### src/rtl/ps2_pkg.sv
// Shared PS/2 decoder types: prefix FSM states, special byte codes and the default key map.
// Key map is purely combinational; no backpressure anywhere in this decoder.
package ps2_pkg;

  typedef enum logic [2:0] {
    ST_IDLE,
    ST_E0,
    ST_F0,
    ST_E0F0,
    ST_SKIP
  } state_t;

  localparam logic [7:0] PFX_E0      = 8'hE0;
  localparam logic [7:0] PFX_F0      = 8'hF0;
  localparam logic [7:0] PFX_E1      = 8'hE1;
  localparam logic [7:0] BYTE_BAT_OK = 8'hAA;
  localparam logic [7:0] BYTE_BAT_NG = 8'hFC;
  localparam logic [7:0] BYTE_OVR_LO = 8'h00;
  localparam logic [7:0] BYTE_OVR_HI = 8'hFF;
  localparam logic [7:0] CODE_ALT    = 8'h11;
  localparam logic [7:0] CODE_CTRL   = 8'h14;
  localparam logic [7:0] CODE_SHIFTL = 8'h12;
  localparam logic [7:0] CODE_SHIFTR = 8'h59;
  localparam logic [7:0] CODE_DEL    = 8'h71;
  // Pause/Break sends E1 followed by seven bytes that carry no key state.
  localparam logic [2:0] SKIP_LEN    = 3'd7;

  typedef struct packed {
    logic       hit;
    logic [3:0] col;
    logic [2:0] row;
  } keymap_t;

  function automatic logic is_wipe_byte(input logic [7:0] b);
    return (b == BYTE_BAT_OK) || (b == BYTE_BAT_NG) ||
           (b == BYTE_OVR_LO) || (b == BYTE_OVR_HI);
  endfunction

  // Index is {e0, scancode}.
  function automatic keymap_t keymap_lookup(input logic e0, input logic [7:0] code);
    keymap_t m;
    m = '0;
    case ({e0, code})
      9'h015: m = '{1'b1, 4'd2,  3'd2};  // Q
      9'h01C: m = '{1'b1, 4'd2,  3'd1};  // A
      9'h029: m = '{1'b1, 4'd1,  3'd0};  // Space
      9'h066: m = '{1'b1, 4'd12, 3'd3};  // Backspace
      9'h016: m = '{1'b1, 4'd2,  3'd3};  // 1
      9'h01E: m = '{1'b1, 4'd3,  3'd3};  // 2
      9'h026: m = '{1'b1, 4'd4,  3'd3};  // 3
      9'h01D: m = '{1'b1, 4'd3,  3'd2};  // W
      9'h024: m = '{1'b1, 4'd4,  3'd2};  // E
      9'h01B: m = '{1'b1, 4'd3,  3'd1};  // S
      9'h023: m = '{1'b1, 4'd4,  3'd1};  // D
      9'h01A: m = '{1'b1, 4'd3,  3'd0};  // Z
      9'h022: m = '{1'b1, 4'd4,  3'd0};  // X
      9'h05A: m = '{1'b1, 4'd12, 3'd2};  // Enter
      9'h076: m = '{1'b1, 4'd0,  3'd3};  // Esc
      9'h00D: m = '{1'b1, 4'd0,  3'd2};  // Tab
      9'h175: m = '{1'b1, 4'd13, 3'd3};  // Up
      9'h16B: m = '{1'b1, 4'd13, 3'd2};  // Left
      9'h172: m = '{1'b1, 4'd13, 3'd1};  // Down
      9'h174: m = '{1'b1, 4'd13, 3'd0};  // Right
      default: m = '0;
    endcase
    return m;
  endfunction

endpackage

### src/rtl/ps2_keymap.sv
// Scancode to matrix position lookup, combinational (0 cycles); no flow control.
module ps2_keymap
  import ps2_pkg::*;
(
  input  logic       e0,
  input  logic [7:0] code,
  output keymap_t    map
);

  always_comb begin
    map = keymap_lookup(e0, code);
  end

endmodule

### src/rtl/ps2_matrix_decoder.sv
// PS/2 scancode stream to key matrix; events/softReset registered one cycle after rxValid.
// No backpressure: every rxValid byte is consumed in the cycle it is presented.
module ps2_matrix_decoder
  import ps2_pkg::*;
#(
  parameter int COLS      = 14,
  parameter int ROWS      = 4,
  parameter int KEYBITS_W = 8,
  parameter int SHIFT_COL = 1,
  parameter int SHIFT_BIT = 5
) (
  input  logic                 clk,
  input  logic                 reset,
  input  logic [7:0]           rxData,
  input  logic                 rxValid,
  input  logic                 rxError,
  input  logic [3:0]           address,
  output logic [KEYBITS_W-1:0] keybits,
  output logic                 softReset,
  output logic                 keyEvent,
  output logic [7:0]           keyEventData
);

  state_t                     state_q, state_d;
  logic [2:0]                 skip_q, skip_d;
  logic [COLS-1:0][ROWS-1:0]  matrix_q, matrix_d;
  logic                       alt_q, alt_d, ctrl_q, ctrl_d;
  logic                       shl_q, shl_d, shr_q, shr_d;
  logic                       soft_reset_q, soft_reset_d;
  logic                       key_event_q, key_event_d;
  logic [7:0]                 key_event_data_q, key_event_data_d;

  logic    is_e0, make, shift, wipe, decode;
  logic    sel_vld, sel_val;
  keymap_t map;

  assign is_e0 = (state_q == ST_E0) || (state_q == ST_E0F0);
  assign make  = (state_q == ST_IDLE) || (state_q == ST_E0);
  assign shift = shl_q | shr_q;
  assign wipe  = rxError | (rxValid & is_wipe_byte(rxData));

  ps2_keymap u_keymap (
    .e0   (is_e0),
    .code (rxData),
    .map  (map)
  );

  // Codes mapping outside the configured matrix are treated as misses.
  always_comb begin
    sel_vld = 1'b0;
    sel_val = 1'b0;
    for (int c = 0; c < COLS; c++) begin
      for (int r = 0; r < ROWS; r++) begin
        if (map.hit && c == int'(map.col) && r == int'(map.row)) begin
          sel_vld = 1'b1;
          sel_val = matrix_q[c][r];
        end
      end
    end
  end

  always_comb begin
    keybits = '0;
    for (int c = 0; c < COLS; c++) begin
      if (c == int'(address)) begin
        for (int r = 0; r < ROWS; r++) begin
          keybits[KEYBITS_W-ROWS+r] = matrix_q[c][r];
        end
      end
    end
    if (int'(address) == SHIFT_COL) begin
      keybits[SHIFT_BIT] = keybits[SHIFT_BIT] | shift;
    end
  end

  always_comb begin
    state_d          = state_q;
    skip_d           = skip_q;
    matrix_d         = matrix_q;
    alt_d            = alt_q;
    ctrl_d           = ctrl_q;
    shl_d            = shl_q;
    shr_d            = shr_q;
    soft_reset_d     = 1'b0;
    key_event_d      = 1'b0;
    key_event_data_d = key_event_data_q;
    decode           = 1'b0;

    if (wipe) begin
      state_d  = ST_IDLE;
      skip_d   = '0;
      matrix_d = '0;
      alt_d    = 1'b0;
      ctrl_d   = 1'b0;
      shl_d    = 1'b0;
      shr_d    = 1'b0;
    end else if (rxValid) begin
      case (state_q)
        ST_SKIP: begin
          skip_d = skip_q - 3'd1;
          if (skip_q == 3'd1) state_d = ST_IDLE;
        end
        ST_IDLE: begin
          if (rxData == PFX_E0)      state_d = ST_E0;
          else if (rxData == PFX_F0) state_d = ST_F0;
          else if (rxData == PFX_E1) begin
            state_d = ST_SKIP;
            skip_d  = SKIP_LEN;
          end else decode = 1'b1;
        end
        ST_E0: begin
          if (rxData == PFX_F0) state_d = ST_E0F0;
          else                  decode  = 1'b1;
        end
        default: decode = 1'b1;
      endcase
    end

    if (decode) begin
      state_d = ST_IDLE;
      if (rxData == CODE_ALT)         alt_d  = make;
      else if (rxData == CODE_CTRL)   ctrl_d = make;
      else if (rxData == CODE_SHIFTL) shl_d  = make;
      else if (rxData == CODE_SHIFTR) shr_d  = make;
      else if (is_e0 && rxData == CODE_DEL && make && ctrl_q && alt_q && !shift) begin
        soft_reset_d = 1'b1;
      end else if (sel_vld && sel_val != make) begin
        key_event_d      = 1'b1;
        key_event_data_d = {make, 3'b000, map.col};
        for (int c = 0; c < COLS; c++) begin
          for (int r = 0; r < ROWS; r++) begin
            if (c == int'(map.col) && r == int'(map.row)) matrix_d[c][r] = make;
          end
        end
      end
    end
  end

  always_ff @(posedge clk) begin
    if (reset) begin
      state_q          <= ST_IDLE;
      skip_q           <= '0;
      matrix_q         <= '0;
      alt_q            <= 1'b0;
      ctrl_q           <= 1'b0;
      shl_q            <= 1'b0;
      shr_q            <= 1'b0;
      soft_reset_q     <= 1'b0;
      key_event_q      <= 1'b0;
      key_event_data_q <= '0;
    end else begin
      state_q          <= state_d;
      skip_q           <= skip_d;
      matrix_q         <= matrix_d;
      alt_q            <= alt_d;
      ctrl_q           <= ctrl_d;
      shl_q            <= shl_d;
      shr_q            <= shr_d;
      soft_reset_q     <= soft_reset_d;
      key_event_q      <= key_event_d;
      key_event_data_q <= key_event_data_d;
    end
  end

  assign softReset    = soft_reset_q;
  assign keyEvent     = key_event_q;
  assign keyEventData = key_event_data_q;

endmodule
### config.mk
export PLATFORM = sky130hd
export DESIGN_NAME = ps2_matrix_decoder
export DESIGN_NICKNAME = d
export VERILOG_FILES = /design/src/rtl/ps2_pkg.sv /design/src/rtl/ps2_keymap.sv /design/src/rtl/ps2_matrix_decoder.sv
export SDC_FILE = /design/constraint.sdc
export NUM_CORES = 1
export LEC_CHECK = 0
export CAP_MARGIN = 15
export CORE_MARGIN = 3
export CORE_UTILIZATION = 32
export DETAILED_ROUTE_END_ITERATION = 12
export MAX_ROUTING_LAYER = met4
export PLACE_DENSITY_LB_ADDON = 0.1
export SETUP_SLACK_MARGIN = 0.5
export SLEW_MARGIN = 20
export SYNTH_ARGS = -nofsm -noshare
export SYNTH_HDL_FRONTEND = slang
export SYNTH_SLANG_ARGS = --single-unit
export TNS_END_PERCENT = 1
### constraint.sdc
create_clock -name clk -period 3.8 [get_ports clk]
set_clock_uncertainty 0.1 [all_clocks]
set_input_delay 0.76 -clock clk [delete_from_list [all_inputs] [get_ports clk]]
set_output_delay 0.76 -clock clk [all_outputs]
set_load 0.005 [all_outputs]
Word level (Yosys, flattened, before mapping). Index checks and enable logic that the tools add are counted. Widths: inputs -> output; s select.

Register bits: 73. Bits of input ports: 16. Word-level logic and storage cells: 487.

Add/sub/neg operators: 1. Equality and inequality tests: 72. Muxes and demuxes: 229. Bitwise logic cells: 10. Reductions and logical operators: 152.

Operator list (number): $mux 56 (8); $mux 1 (195); $pmux 8 s20 (1); $logic_and 1x1->1 (132); $eq 4x4->1 const A (16); $eq 9x5->1 const B (7); $mux 4 (14); $eq 8x8->1 const B (6); $eq 9x6->1 const B (5); $eq 9x9->1 const B (4); $eq 3x4->1 const A (8); $eq 9x7->1 const B (3); $eq 8x5->1 const B (3); $mux 3 (8); $eq 8x7->1 const B (2); $reduce_and 5->1 (2); $eq 9x4->1 const B (1); $pmux 3 s3 (1); $eq 2x4->1 const A (2); $logic_not 4->1 (2); $logic_not 8->1 (1); $reduce_and 7->1 (1); $reduce_or 7->1 (1); $eq 3x1->1 const B (2); other kinds (23) (39).

Logic depth before layout (Yosys ltp). Gate-level depths: netlist (run 1).

Depth in word-level cells: 72. Gate-level depth with buffers: 13. Depth with buffers taken out: 9.

Hierarchy. From an unflattened synthesis (run 1), not the netlist that was laid out.

Cell total of the unflattened synthesis: 930. Area total of the unflattened synthesis: 6979.2 µm².

Modules (own cells, without submodules): ps2_matrix_decoder (times used 1, cells an instance 855, area each 6485.0 µm², seq. area each 1461.4 µm²); ps2_keymap (times used 1, cells an instance 75, area each 494.2 µm², seq. area each 0.0 µm²).

Worst setup path after synthesis (run 1). Ideal clock, no wire load.

Path type: in2reg. Start point: in rxData[0]. End point: reg key_event_data_q[0] (netlist: keyEventData[0]). Arrival: 3.245 ns. Required time: 3.579 ns. Setup slack: 0.334 ns. Stages on the path: 10. Path through: buf_4 nor4b_4 nand3_2 or2_4 a2111oi_4 nand3_2 o31a_4 nand2_4 mux2i_4 mux2_4.

Cells in the longest elaborated chain, start to end: 64. Elaborated cells on any way between the ends: 258. Classes of those cells: eq/ne (48); mux (120); bitwise (7); reduce/logical (83).

RTL lines: from (decl) (line ps2_matrix_decoder.sv:14) `input logic [7:0] rxData,`; $eq 9x9->1 (tied with other cells) (line ps2_pkg.sv:43) `case ({e0, code})`; $pmux 8 s20 (line ps2_pkg.sv:43); $logic_not 4->1 (line ps2_matrix_decoder.sv:54) `if (map.hit && c == int'(map.col) && r == int'(map.row)) begin`; $logic_and 1x1->1 (2 in a row) (line ps2_matrix_decoder.sv:54); $mux 1 (56 in a row) (line ps2_matrix_decoder.sv:54); $ne 1x1->1 (line ps2_matrix_decoder.sv:127) `end else if (sel_vld && sel_val != make) begin`; $logic_and 1x1->1 (line ps2_matrix_decoder.sv:127); $reduce_and 7->1 (no source line); to (signal assigned) (line ps2_matrix_decoder.sv:161) `key_event_data_q <= key_event_data_d;`; to (decl) (line ps2_matrix_decoder.sv:31) `logic [7:0] key_event_data_q, key_event_data_d;`.

Parallel ways exist; a longest one is shown, timed or not. A chain may end at the register's enable or synchronous reset.

Worst setup path after layout (run 1).
Start point: in rxData[5]. End point: reg key_event_data_q[3] (netlist: keyEventData[3]).

Same word-level chain as after synthesis.

==> key figures, run 1 <==
Final layout
  – Design area: 6740 µm²
  – Layout Nets: 735
  – Fillers: 1461
  – Most frequent cells in the layout: 128 x buf_4, 73 x dfxtp_1, 50 x nor2_1, 44 x nand2_1, 39 x and2_1
  – # diodes: 0
  – Post-route insts no fill: 906
  – Commonest non-fill, non-tap cell in the layout: buf_4
  – Area grow syn2layout: 40.9%
  – Share of layout cells above drive strength 1: 0.342
  – Fin util: 0.462

Setup path
  – CP arrival: 3.42 ns
  – Cells on worst reg2reg path: 10
  – Crit path to: keyEventData[3]$_SDFFE_PP0P_
  – Worst path most repeated cell: buf_6
  – Critical-path maximum fanout: 6
  – CP Launch Type: input port
  – Crit path max-delay family: simple AND/OR/NAND/NOR gates
  – CP required: 3.93 ns
  – Kind of critical path: input port to register
  – Worst path slowest cell: or4b_4
  – Worst reg-to-reg setup slack: 0.64 ns
  – Crit end category: register
  – Origin of the critical flop-to-flop path: state_q[2]$_SDFFE_PP0P_
  – Crit. Startpoint: rxData[5]
  – WP depth: 13
  – CP bufs+invs: 4
  – Critical Path Max Stage Delay: 0.51 ns
  – Worst path cell trace: buf_6 -> buf_6 -> or4b_4 -> buf_6 -> nor2_4 -> nand3_2 -> a41o_1 -> buf_6 -> nor4_4 -> o31a_4 -> nand2_4 -> mux2i_4 -> mux2_4
  – Reg-to-reg endpoint: keyEventData[3]$_SDFFE_PP0P_

Clock network
  – CTS hold repair buffers: 0
  – Clock Tree Root: clkbuf_16
  – Worst-Skew Late Latency: 0.34 ns
  – H-tree depth: 3
  – Clk buf depth: 2
  – Clk slew on worst S/H paths: 0.06 ns
  – CTS tree: yes
  – Total CTS buffers: 9
  – CTS Sinks: 73

Power and ir drop
  – Peak supply drop: 0.203 mV
  – Leak: 2.71 nW
  – Clock power share: 0.450
  – Gate power share: 0.153
  – Int Pwr: 1.42 mW
  – Net Switching: 518 µW
  – Reg power frac: 0.397
  – Pwr Density: 288 nW/µm²
  – Sw Ratio: 0.267

Place
  – PortBufs: 26
  – Placed cell count: 863
  – Routability Congestion: 0.931
  – DP Wirelength: 12700 µm
  – Area after DPL: 6010 µm²
  – Setup WS pre-CTS: -0.369 ns

Drt
  – DRT iter0 DRCs: 281
  – Via density: 5.41
  – Antenna-violating nets left: 0
  – Max layer used: met4
  – Wire length on met2: 7830 µm
  – Wire per inst: 18.3 µm
  – Routed met1 length: 7620 µm
  – Post-route DRC: 0
  – Final wirelength: 16600 µm
  – Metal3 WL: 537 µm
  – Drt pass-1 iters: 4
  – Vias: 4898

Floorplanning
  – Core ar.: 14600 µm²
  – Row Count: 44
  – Die Width: 128 µm
  – Initial Util: 0.328
  – Height of the die: 128 µm
  – IO Count: 34
  – Die ar.: 16400 µm²

GRT
  – GRT overflow: 0
  – Largest net degree at the start of global routing: 41
  – Initial antenna violation count: 0
  – First-pass GRT wire length: 26200 µm
  – Total GRT Usage: 0.209
  – Vias in the first global route: 4759

Min path
  – Min-Delay Path Class: register to register

STA
  – Setup violations, final: 0
  – RSZ-0062 raised after global routing: true
  – Worst setup margin: 0.515 ns
  – Fin crit share: 0.864
  – Final hold vios: 0
  – Setup TNS: 0 ns
  – Max transition margin: 0.574
  – Maximum clock rate: 304 MHz
  – Fin crit period: 3.28 ns
  – Worst-margin pin slew: 0.638 ns
  – Max Transition Viols Final: 0

Synth
  – Yosys warning total: 0
  – Post-synth EDFFs: 0
  – Syn Area/Cell: 8.28 µm²
  – Top_reg_cell synth: dfxtp_1
  – Synthesized area: 4780 µm²
  – Netlist cell types: 96
  – Synthesized instance count: 577
  – Yosys reg bits: 73
  – FFs w/ async S/R, synth: 0
  – Post-synthesis sequential area ratio: 0.306

Run status
  – Outcome: complete, no violations

Run
  – Max cap viols: 0
==> Yosys cell counts, types with 4 or more instances <==
library cell,n,share of area
mux4_2,5,0.024
a31oi_1,8,0.010
nand2_1,45,0.035
mux2i_1,18,0.038
nand3_1,22,0.023
buf_2,16,0.017
buf_6,4,0.0094
nand4_1,10,0.013
nor2b_1,10,0.013
or3_1,4,0.0052
o31ai_1,6,0.0094
o211ai_1,6,0.0094
buf_4,10,0.016
nor2_1,52,0.041
o22ai_1,7,0.0092
nand3b_1,5,0.0079
and3_1,4,0.0052
inv_1,13,0.010
nand2b_1,10,0.013
nor4_1,9,0.012
a211oi_1,6,0.0094
o21ai_0,36,0.038
and2_1,39,0.051
clkbuf_1,21,0.016
dfxtp_1,73,0.31
nor3_1,13,0.014
a41o_1,4,0.0084
a21oi_1,17,0.018
==> registers in the layout, summed over array words and instances, names as in the netlist <==
register / flops
ctrl_q: 1
keyEventData: 5
matrix_q: 56
keyEvent: 1
skip_q: 3
softReset: 1
shr_q: 1
alt_q: 1
state_q: 3
shl_q: 1
==> worst min path at each step <==
stage                     cells past startpoint                 endpoint                    start
final                                         1  matrix_q[43]$_SDFF_PP0_  matrix_q[43]$_SDFF_PP0_
after global routing                          1  matrix_q[28]$_SDFF_PP0_  matrix_q[28]$_SDFF_PP0_
after CTS                                     1   matrix_q[6]$_SDFF_PP0_   matrix_q[6]$_SDFF_PP0_
after detailed placement                      1  matrix_q[43]$_SDFF_PP0_  matrix_q[43]$_SDFF_PP0_
after global placement                        1  matrix_q[23]$_SDFF_PP0_  matrix_q[23]$_SDFF_PP0_
after floorplan                               1  matrix_q[23]$_SDFF_PP0_  matrix_q[23]$_SDFF_PP0_
==> per-layer routing <==
layer	vias up	track usage
met4	0	0.0855
li1	2388	-
met2	118	0.328
met1	2351	0.267
met5	-	-
met3	41	0.0354
==> logic make-up (layout without fill, tap and decap cells) <==
| kind of cell | count (synthesis) | in the layout | synth area share |
|---|---|---|---|
| multiplexers | 29 | 29 | 0.0801 |
| flip-flops | 73 | 73 | 0.306 |
| AND/OR/NAND/NOR | 267 | 267 | 0.325 |
| adder cells (fa/ha/maj) | 2 | 2 | 0.00523 |
| AO/OA/AOI/OAI | 137 | 137 | 0.209 |
| other | 1 | 7 | 0.000785 |
| XOR/XNOR | 2 | 2 | 0.00367 |
| buffers and inverters | 66 | 205 | 0.0702 |
==> area by class of cell <==
class,count,area [µm²],share of cell area
multi-input cells,444,3220,0.478
repair buffers,175,1470,0.218
clock buffers,9,225,0.0334
flip-flops and latches,73,1460,0.217
inverters,14,52.6,0.00780
well taps,184,230,0.0342
clock inverters,7,77.6,0.0115
==> per-stage QoR <==
step | power, mW | hold WS (ns)
3_3_place_gp | 1.05 | 0.336
3_5_place_dp | 1.05 | 0.342
6_report | 1.94 | 0.355
2_1_floorplan | 0.927 | 0.324
5_1_grt | 2.01 | 0.367
4_1_cts | 1.95 | 0.358
==> power groups by stage <==
stage	Sequential, mW	Combinational, mW	Clock [mW]
global route	0.771	0.319	0.923
global placement	0.788	0.263	0
detailed placement	0.788	0.263	0
floorplan	0.787	0.141	0
CTS	0.771	0.281	0.897
finish	0.771	0.297	0.872
==> what timing repair did <==
action / in CTS / in global routing
pin swaps: 22 / 16
endpoints found under the setup margin: 26 / 23
gates cloned: 1 / 1
hold endpoints to repair: 0 / 0
buffers inserted: 16 / 9
gates resized for setup: 58 / 44
No activity file was read; power rests on OpenSTA's default activity.
==> inputs of run 2 (changes only) <==
- CELL_PAD_IN_SITES_DETAIL_PLACEMENT: unset -> 1
- CELL_PAD_IN_SITES_GLOBAL_PLACEMENT: unset -> 2
- RECOVER_POWER: unset -> 25
==> run 2 against run 1 <==
- core utilization grew 0.20 points
- critical endpoint is now matrix_q[11]$_SDFF_PP0_
- fmax fell by 3.7%
- sequential share of layout area fell by 0.092 points
- power is 0.45% lower
- clock-buffer cell count unchanged
- largest power group unchanged
- non-clock buffer count up 11
- cell area rose by 0.43%
==> key figures, run 2 (synthesized netlist as in run 1, its figures left out) <==
Drt
  – Wire per inst: 20.4 µm (+12%)
  – Final wirelength: 18800 µm (+13%)
  – Post-route DRC: 0 (unchanged)
  – DRT iter0 DRCs: 239 (-15%)
  – Drt pass-1 iters: 6 (+2)
  – Vias: 5075 (+3.6%)
  – Via density: 5.53 (+2.3%)
  – Antenna-violating nets left: 0 (unchanged)

Place
  – DP Wirelength: 14400 µm (+13%)
  – Routability Congestion: 0.884 (-5.1%)
  – Area after DPL: 6090 µm² (+1.4%)
  – PortBufs: 26 (unchanged)
  – Setup WS pre-CTS: -0.429 ns (-0.0601 ns)
  – Placed cell count: 871 (+0.93%)

Clock network
  – Clk slew on worst S/H paths: 0.05 ns (about the same)
  – Clock Tree Root: clkbuf_16
  – Total CTS buffers: 9 (unchanged)
  – CTS Sinks: 73 (unchanged)
  – CTS hold repair buffers: 0 (unchanged)
  – H-tree depth: 3 (unchanged)
  – CTS tree: yes
  – Clk buf depth: 2 (unchanged)
  – Worst-Skew Late Latency: 0.35 ns (about the same)

Run
  – Max cap viols: 0 (unchanged)

STA
  – Worst-margin pin slew: 0.701 ns (+0.0636 ns)
  – Max Transition Viols Final: 0 (unchanged)
  – RSZ-0062 raised after global routing: true
  – Setup TNS: 0 ns (unchanged)
  – Worst setup margin: 0.389 ns (-0.126 ns)
  – Maximum clock rate: 293 MHz (-3.7%)
  – Setup violations, final: 0 (unchanged)
  – Fin crit share: 0.898 (+0.0333)
  – Final hold vios: 0 (unchanged)
  – Hold_ws: 0.357 ns (+0.00264 ns)
  – Fin crit period: 3.41 ns (+0.126 ns)
  – Max transition margin: 0.529 (-0.0442)

Setup path
  – CP Launch Type: input port
  – Crit end category: register
  – Kind of critical path: input port to register
  – CP arrival: 3.54 ns (+0.12 ns)
  – CP required: 3.93 ns (about the same)
  – Worst reg-to-reg setup slack: 0.55 ns (-0.09 ns)
  – Critical-path maximum fanout: 6 (unchanged)

Floorplanning
  – Core ar.: 14600 µm² (unchanged)
  – IO Count: 34 (unchanged)
  – Die ar.: 16400 µm² (unchanged)
  – Height of the die: 128 µm (unchanged)
  – Initial Util: 0.328 (unchanged)
  – Row Count: 44 (unchanged)
  – Die Width: 128 µm (unchanged)

Power and ir drop
  – Total power: 1.93 mW (-0.45%)
  – Clock power share: 0.441 (-0.009)
  – Net Switching: 510 µW (-1.6%)
  – Pwr Density: 286 nW/µm² (-0.88%)
  – Reg power frac: 0.399 (+0.002)
  – Leak: 2.76 nW (+1.9%)
  – Sw Ratio: 0.264 (-0.00296)
  – Int Pwr: 1.42 mW (about the same)
  – Peak supply drop: 0.171 mV (-16%)
  – Gate power share: 0.159 (+0.006)

Min path
  – Min-Delay Path Class: register to register

GRT
  – GRT overflow: 0 (unchanged)
  – Largest net degree at the start of global routing: 41 (unchanged)
  – First-pass GRT wire length: 29400 µm (+12%)
  – Initial antenna violation count: 1 (+1)
  – Total GRT Usage: 0.239 (+0.0302)
  – Vias in the first global route: 5245 (+10%)

Final layout
  – Design area: 6770 µm² (+0.43%)
  – Largest register FFs: 56 (unchanged)
  – Commonest non-fill, non-tap cell in the layout: buf_4
  – Fillers: 1752 (+20%)
  – Most flops, register: matrix_q
  – Area of the multi-input gates: 3160 µm² (-1.9%)
  – Sequential cell area: 1460 µm² (unchanged)
  – Post-route insts no fill: 918 (+1.3%)
  – Share of layout cells above drive strength 1: 0.330 (-0.0120)
  – Layout Nets: 746 (+1.5%)
  – Most frequent cells in the layout: 136 x buf_4, 73 x dfxtp_1, 50 x nor2_1, 44 x nand2_1, 39 x and2_1
  – Fin util: 0.464 (+0.00197)
  – Area grow syn2layout: 41.5%

Run status
  – Outcome: complete, no violations
run 2: worst paths after layout:
| check | start | depth (start not counted) | to |
|---|---|---|---|
| worst max register to register | state_q[2]$_SDFFE_PP0P_ | 11 | keyEventData[1]$_SDFFE_PP0P_ |
| worst min register to register | matrix_q[8]$_SDFF_PP0_ | 1 | matrix_q[8]$_SDFF_PP0_ |
| worst min-delay path | matrix_q[8]$_SDFF_PP0_ | 1 | matrix_q[8]$_SDFF_PP0_ |
| worst max-delay path | rxData[0] | 13 | matrix_q[11]$_SDFF_PP0_ |
run 2: repair_timing:
item / CTS / global route
resized for setup: 50 / 33
cloned: 2 / 0
pin swaps: 18 / 14
endpoints found under the hold margin: 0 / 0
buffers inserted: 23 / 5
setup endpoints to repair: 27 / 23
run 2: power by group through the flow:
stage                     logic [mW]  registers [mW]  clock network (mW)
after global placement         0.269           0.788                   0
after floorplan                0.141           0.787                   0
after detailed placement       0.273           0.788                   0
final                          0.308           0.771               0.853
after global routing           0.329           0.771               0.920
after CTS                      0.303           0.771               0.871
run 2: layout make-up:
| type | count | share of cell area |
|---|---|---|
| diodes | 1 | 0.000370 |
| flip-flops and latches | 73 | 0.216 |
| clock buffers | 9 | 0.0333 |
| well taps | 184 | 0.0340 |
| clock inverters | 7 | 0.0104 |
| repair buffers | 186 | 0.231 |
| multi-input cells | 444 | 0.467 |
| inverters | 14 | 0.00777 |
run 2: worst max-delay path, stage by stage:
cell and delay [ns]:
clkbuf_1 0.11, buf_8 0.14, buf_6 0.12, clkbuf_4 0.13
or4_1 0.09, a211oi_1 0.07, a311oi_1 0.61, inv_2 0.07
or2_4 0.27, a41o_1 0.24, or4_4 0.42, or2_0 0.24
a32o_1 0.26
run 2: layer usage:
| layer | GRT usage | vias to the layer above | part of all wire |
|---|---|---|---|
| met3 | 0.0413 | 34 | 0.040 |
| met2 | 0.413 | 107 | 0.50 |
| met1 | 0.282 | 2523 | 0.43 |
| li1 | - | 2411 | - |
| met5 | - | - | 0 |
| met4 | 0.0768 | 0 | 0.027 |
==> inputs of run 3 (changes only) <==
- SYNTH_HIERARCHICAL: unset -> 1
==> run 3 against run 2 <==
- the run now ends with setup timing left
- setup slack got worse by 0.81 ns
- sequential share of layout area fell by 7.9 points
- power grew 11%
- first-iteration DRC count grew 97%
- largest power group unchanged
- cell area up 58%
- synthesized cell count increased by 61%
- largest cell class unchanged
- flip-flop and latch count stayed put
==> key figures, run 3 <==
STA
  – Hold_ws: 0.375 ns (+0.0178 ns)
  – Worst-margin pin slew: 0.785 ns (+0.0841 ns)
  – Final hold vios: 0 (unchanged)
  – Fin crit share: 1.11 (+0.212)
  – Worst setup margin: -0.417 ns (-0.805 ns)
  – RSZ-0062 raised after global routing: true
  – Max Transition Viols Final: 0 (unchanged)
  – Fin crit period: 4.22 ns (+0.805 ns)
  – Max transition margin: 0.475 (-0.0546)
  – Setup violations, final: 62 (+62)
  – Maximum clock rate: 237 MHz (-19%)

GRT
  – Largest net degree at the start of global routing: 29 (-29%)
  – Initial antenna violation count: 1 (unchanged)
  – Total GRT Usage: 0.293 (+0.0540)
  – First-pass GRT wire length: 52600 µm (+79%)
  – Vias in the first global route: 8752 (+67%)
  – GRT overflow: 0 (unchanged)

Drt
  – DRT iter0 DRCs: 470 (+97%)
  – Final wirelength: 35500 µm (+89%)
  – Via density: 5.99 (+8.3%)
  – Drt pass-1 iters: 5 (-1)
  – Post-route DRC: 0 (unchanged)
  – Antenna-violating nets left: 0 (unchanged)
  – Vias: 8608 (+70%)
  – Wire per inst: 24.7 µm (+21%)

Synth
  – Post-synth EDFFs: 0 (unchanged)
  – Leading area contributor after synthesis: dfxtp_1
  – Synthesized area: 6980 µm² (+46%)
  – Yosys reg bits: 73 (unchanged)
  – Ranking of synthesized cells by area: dfxtp_1 21%, mux2i_1 5.4%, nand2_1 5.3%
  – Post-synthesis sequential area ratio: 0.209 (-0.0964)
  – Top-area cell type share of the netlist area: 0.209 (-0.0964)
  – Synthesized instance count: 930 (+61%)
  – Top_reg_cell synth: dfxtp_1
  – Yosys warning total: 6 (+6)
  – Top cells by count, synth: 98 x nand2_1, 83 x nor2_1, 73 x dfxtp_1, 62 x a21oi_1
  – Netlist cell types: 103 (+7.3%)
  – Count leader, synth: nand2_1
  – FFs w/ async S/R, synth: 0 (unchanged)
  – Syn Area/Cell: 7.50 µm² (-9.4%)

Setup path
  – Crit path max-delay family: compound AO/OA/AOI/OAI gates
  – Worst path slowest cell: and4b_1
  – CP Launch Type: input port
  – CP bufs+invs: 6 (+1)
  – Worst path most repeated cell: buf_6
  – CP arrival: 4.38 ns (+0.84 ns)
  – Crit end category: register
  – Critical-path maximum fanout: 6 (unchanged)
  – Kind of critical path: input port to register
  – Worst path cell trace: clkdlybuf4s15_2 -> and4b_1 -> buf_4 -> buf_4 -> nand3_2 -> o2111ai_4 -> buf_6 -> nand2b_4 -> nor2_2 -> a221o_1 -> a211o_1 -> a221oi_4 -> o22ai_2 -> nand2b_4 -> buf_6 -> mux2i_4 -> buf_6 -> a211oi_4
  – CP required: 3.96 ns (+0.03 ns)
  – Critical Path Max Stage Delay: 0.35 ns (-0.26 ns)

Final layout
  – Most frequent cells in the layout: 227 x buf_4, 95 x nand2_1, 74 x nor2_1, 73 x dfxtp_1, 49 x a21oi_1
  – Commonest non-fill, non-tap cell in the layout: buf_4
  – Layout Nets: 1176 (+58%)
  – Post-route insts no fill: 1438 (+57%)
  – Design area: 10700 µm² (+58%)
  – Area of the multi-input gates: 5720 µm² (+81%)
  – # diodes: 0 (-1)
  – Largest register FFs: 56 (unchanged)
  – Share of layout cells above drive strength 1: 0.402 (+0.0714)
  – Fillers: 2574 (+47%)
  – Fin util: 0.502 (+0.0388)
  – Sequential cell area: 1460 µm² (unchanged)
  – Most flops, register: matrix_q
  – Area grow syn2layout: 52.8%

Floorplanning
  – Initial Util: 0.329 (+0.00128)
  – Core ar.: 21200 µm² (+45%)
  – Height of the die: 154 µm (+20%)
  – Die ar.: 23600 µm² (+44%)
  – IO Count: 34 (unchanged)
  – Row Count: 53 (+20%)
  – Die Width: 154 µm (+20%)

Clock network
  – Clock Tree Root: clkbuf_16
  – H-tree depth: 3 (unchanged)
  – CTS hold repair buffers: 0 (unchanged)
  – CTS tree: yes
  – CTS Sinks: 73 (unchanged)
  – Worst-Skew Late Latency: 0.35 ns (about the same)
  – Clk buf depth: 2 (unchanged)
  – Clk slew on worst S/H paths: 0.06 ns (about the same)
  – Total CTS buffers: 9 (unchanged)

Power and ir drop
  – Leak: 4.05 nW (+47%)
  – Total power: 2.15 mW (+11%)
  – Peak supply drop: 0.234 mV (+37%)
  – Pwr Density: 202 nW/µm² (-29%)

Run
  – Max cap viols: 0 (unchanged)

Place
  – DP Wirelength: 26200 µm (+82%)
  – PortBufs: 26 (unchanged)
  – Placed cell count: 1385 (+59%)
  – Area after DPL: 9190 µm² (+51%)
  – Routability Congestion: 1.01 (+14%)

Min path
  – Min-Delay Path Class: register to register

Run status
  – Failing checks: setup timing
  – Outcome: finished, violations left
==> run 3: cell types whose count changed after synthesis, moves of 10 or more <==
cell / change
o21ai_1: +16
nor2_1: +31
a41oi_1: +16
mux2i_1: +20
buf_2: +15
nand3_1: +16
a21oi_1: +45
nand2b_1: +15
clkbuf_1: +16
nand2_1: +53
and2_1: -25
nor3_1: +10
==> run 3: final timing paths <==
path | depth (start not counted) | from | slack (ns) | to
max reg2reg | 18 | state_q[0]$_SDFFE_PP0P_ | -0.28 | matrix_q[7]$_SDFF_PP0_
max | 18 | rxData[7] | -0.42 | matrix_q[7]$_SDFF_PP0_
min reg2reg | 2 | keyEventData[3]$_SDFFE_PP0P_ | 0.38 | keyEventData[3]$_SDFFE_PP0P_
min | 2 | keyEventData[3]$_SDFFE_PP0P_ | 0.38 | keyEventData[3]$_SDFFE_PP0P_
==> run 3: report_power, final <==
part	internal (mW)	switching, mW
logic	0.185	0.226
clock network	0.579	0.394
registers	0.767	0.00187
total	1.53	0.621
==> run 3: layout make-up <==
| type | count | area share |
|---|---|---|
| well taps | 275 | 0.0323 |
| clock inverters | 6 | 0.00845 |
| repair buffers | 303 | 0.257 |
| flip-flops and latches | 73 | 0.137 |
| multi-input cells | 751 | 0.536 |
| inverters | 20 | 0.00751 |
| clock buffers | 10 | 0.0215 |
==> run 3: cell families after synthesis <==
logic type | Yosys count | share of synthesized area
flip-flops | 73 | 0.209
buffers and inverters | 114 | 0.0852
other | 2 | 0.00108
AND/OR/NAND/NOR | 407 | 0.321
AO/OA/AOI/OAI | 273 | 0.279
XOR/XNOR | 6 | 0.00968
adder cells (fa/ha/maj) | 2 | 0.00358
multiplexers | 53 | 0.0916
==> run 3: worst register-to-register path, delay by kind of cell (launching register included) <==
family,cells,cell delay [ns]
buffers and inverters,5,0.75
muxes,1,0.20
and+or+nand+nor,6,1.04
AOI/OAI and AO/OA,6,1.58
DFF,1,0.33
==> run 3: stage by stage <==
stage / setup TNS (ns) / setup slack [ns]
floorplan: -8.29 / -0.205
global placement: -76.87 / -1.33
detailed placement: -81.60 / -1.43
CTS: -16.97 / -0.344
global route: -27.81 / -0.523
finish: -19.36 / -0.417
==> run 3: routing by layer <==
layer  wire length [µm]  global-route usage  part of all wire  vias to the layer above
met4               1010              0.0887             0.028                        0
met1              16000               0.386              0.45                     4380
li1                   -                   -                 -                     3930
met2              17000               0.477              0.48                      243
met3               1470              0.0312             0.041                       55
met5                  0                   -                 0                        -
==> run 3: timing repair <==
action                                  CTS  global route
cloned                                    3             3
resized for setup                       137           104
buffers inserted                         24             7
pin swaps                                29            41
endpoints found under the setup margin   77            66
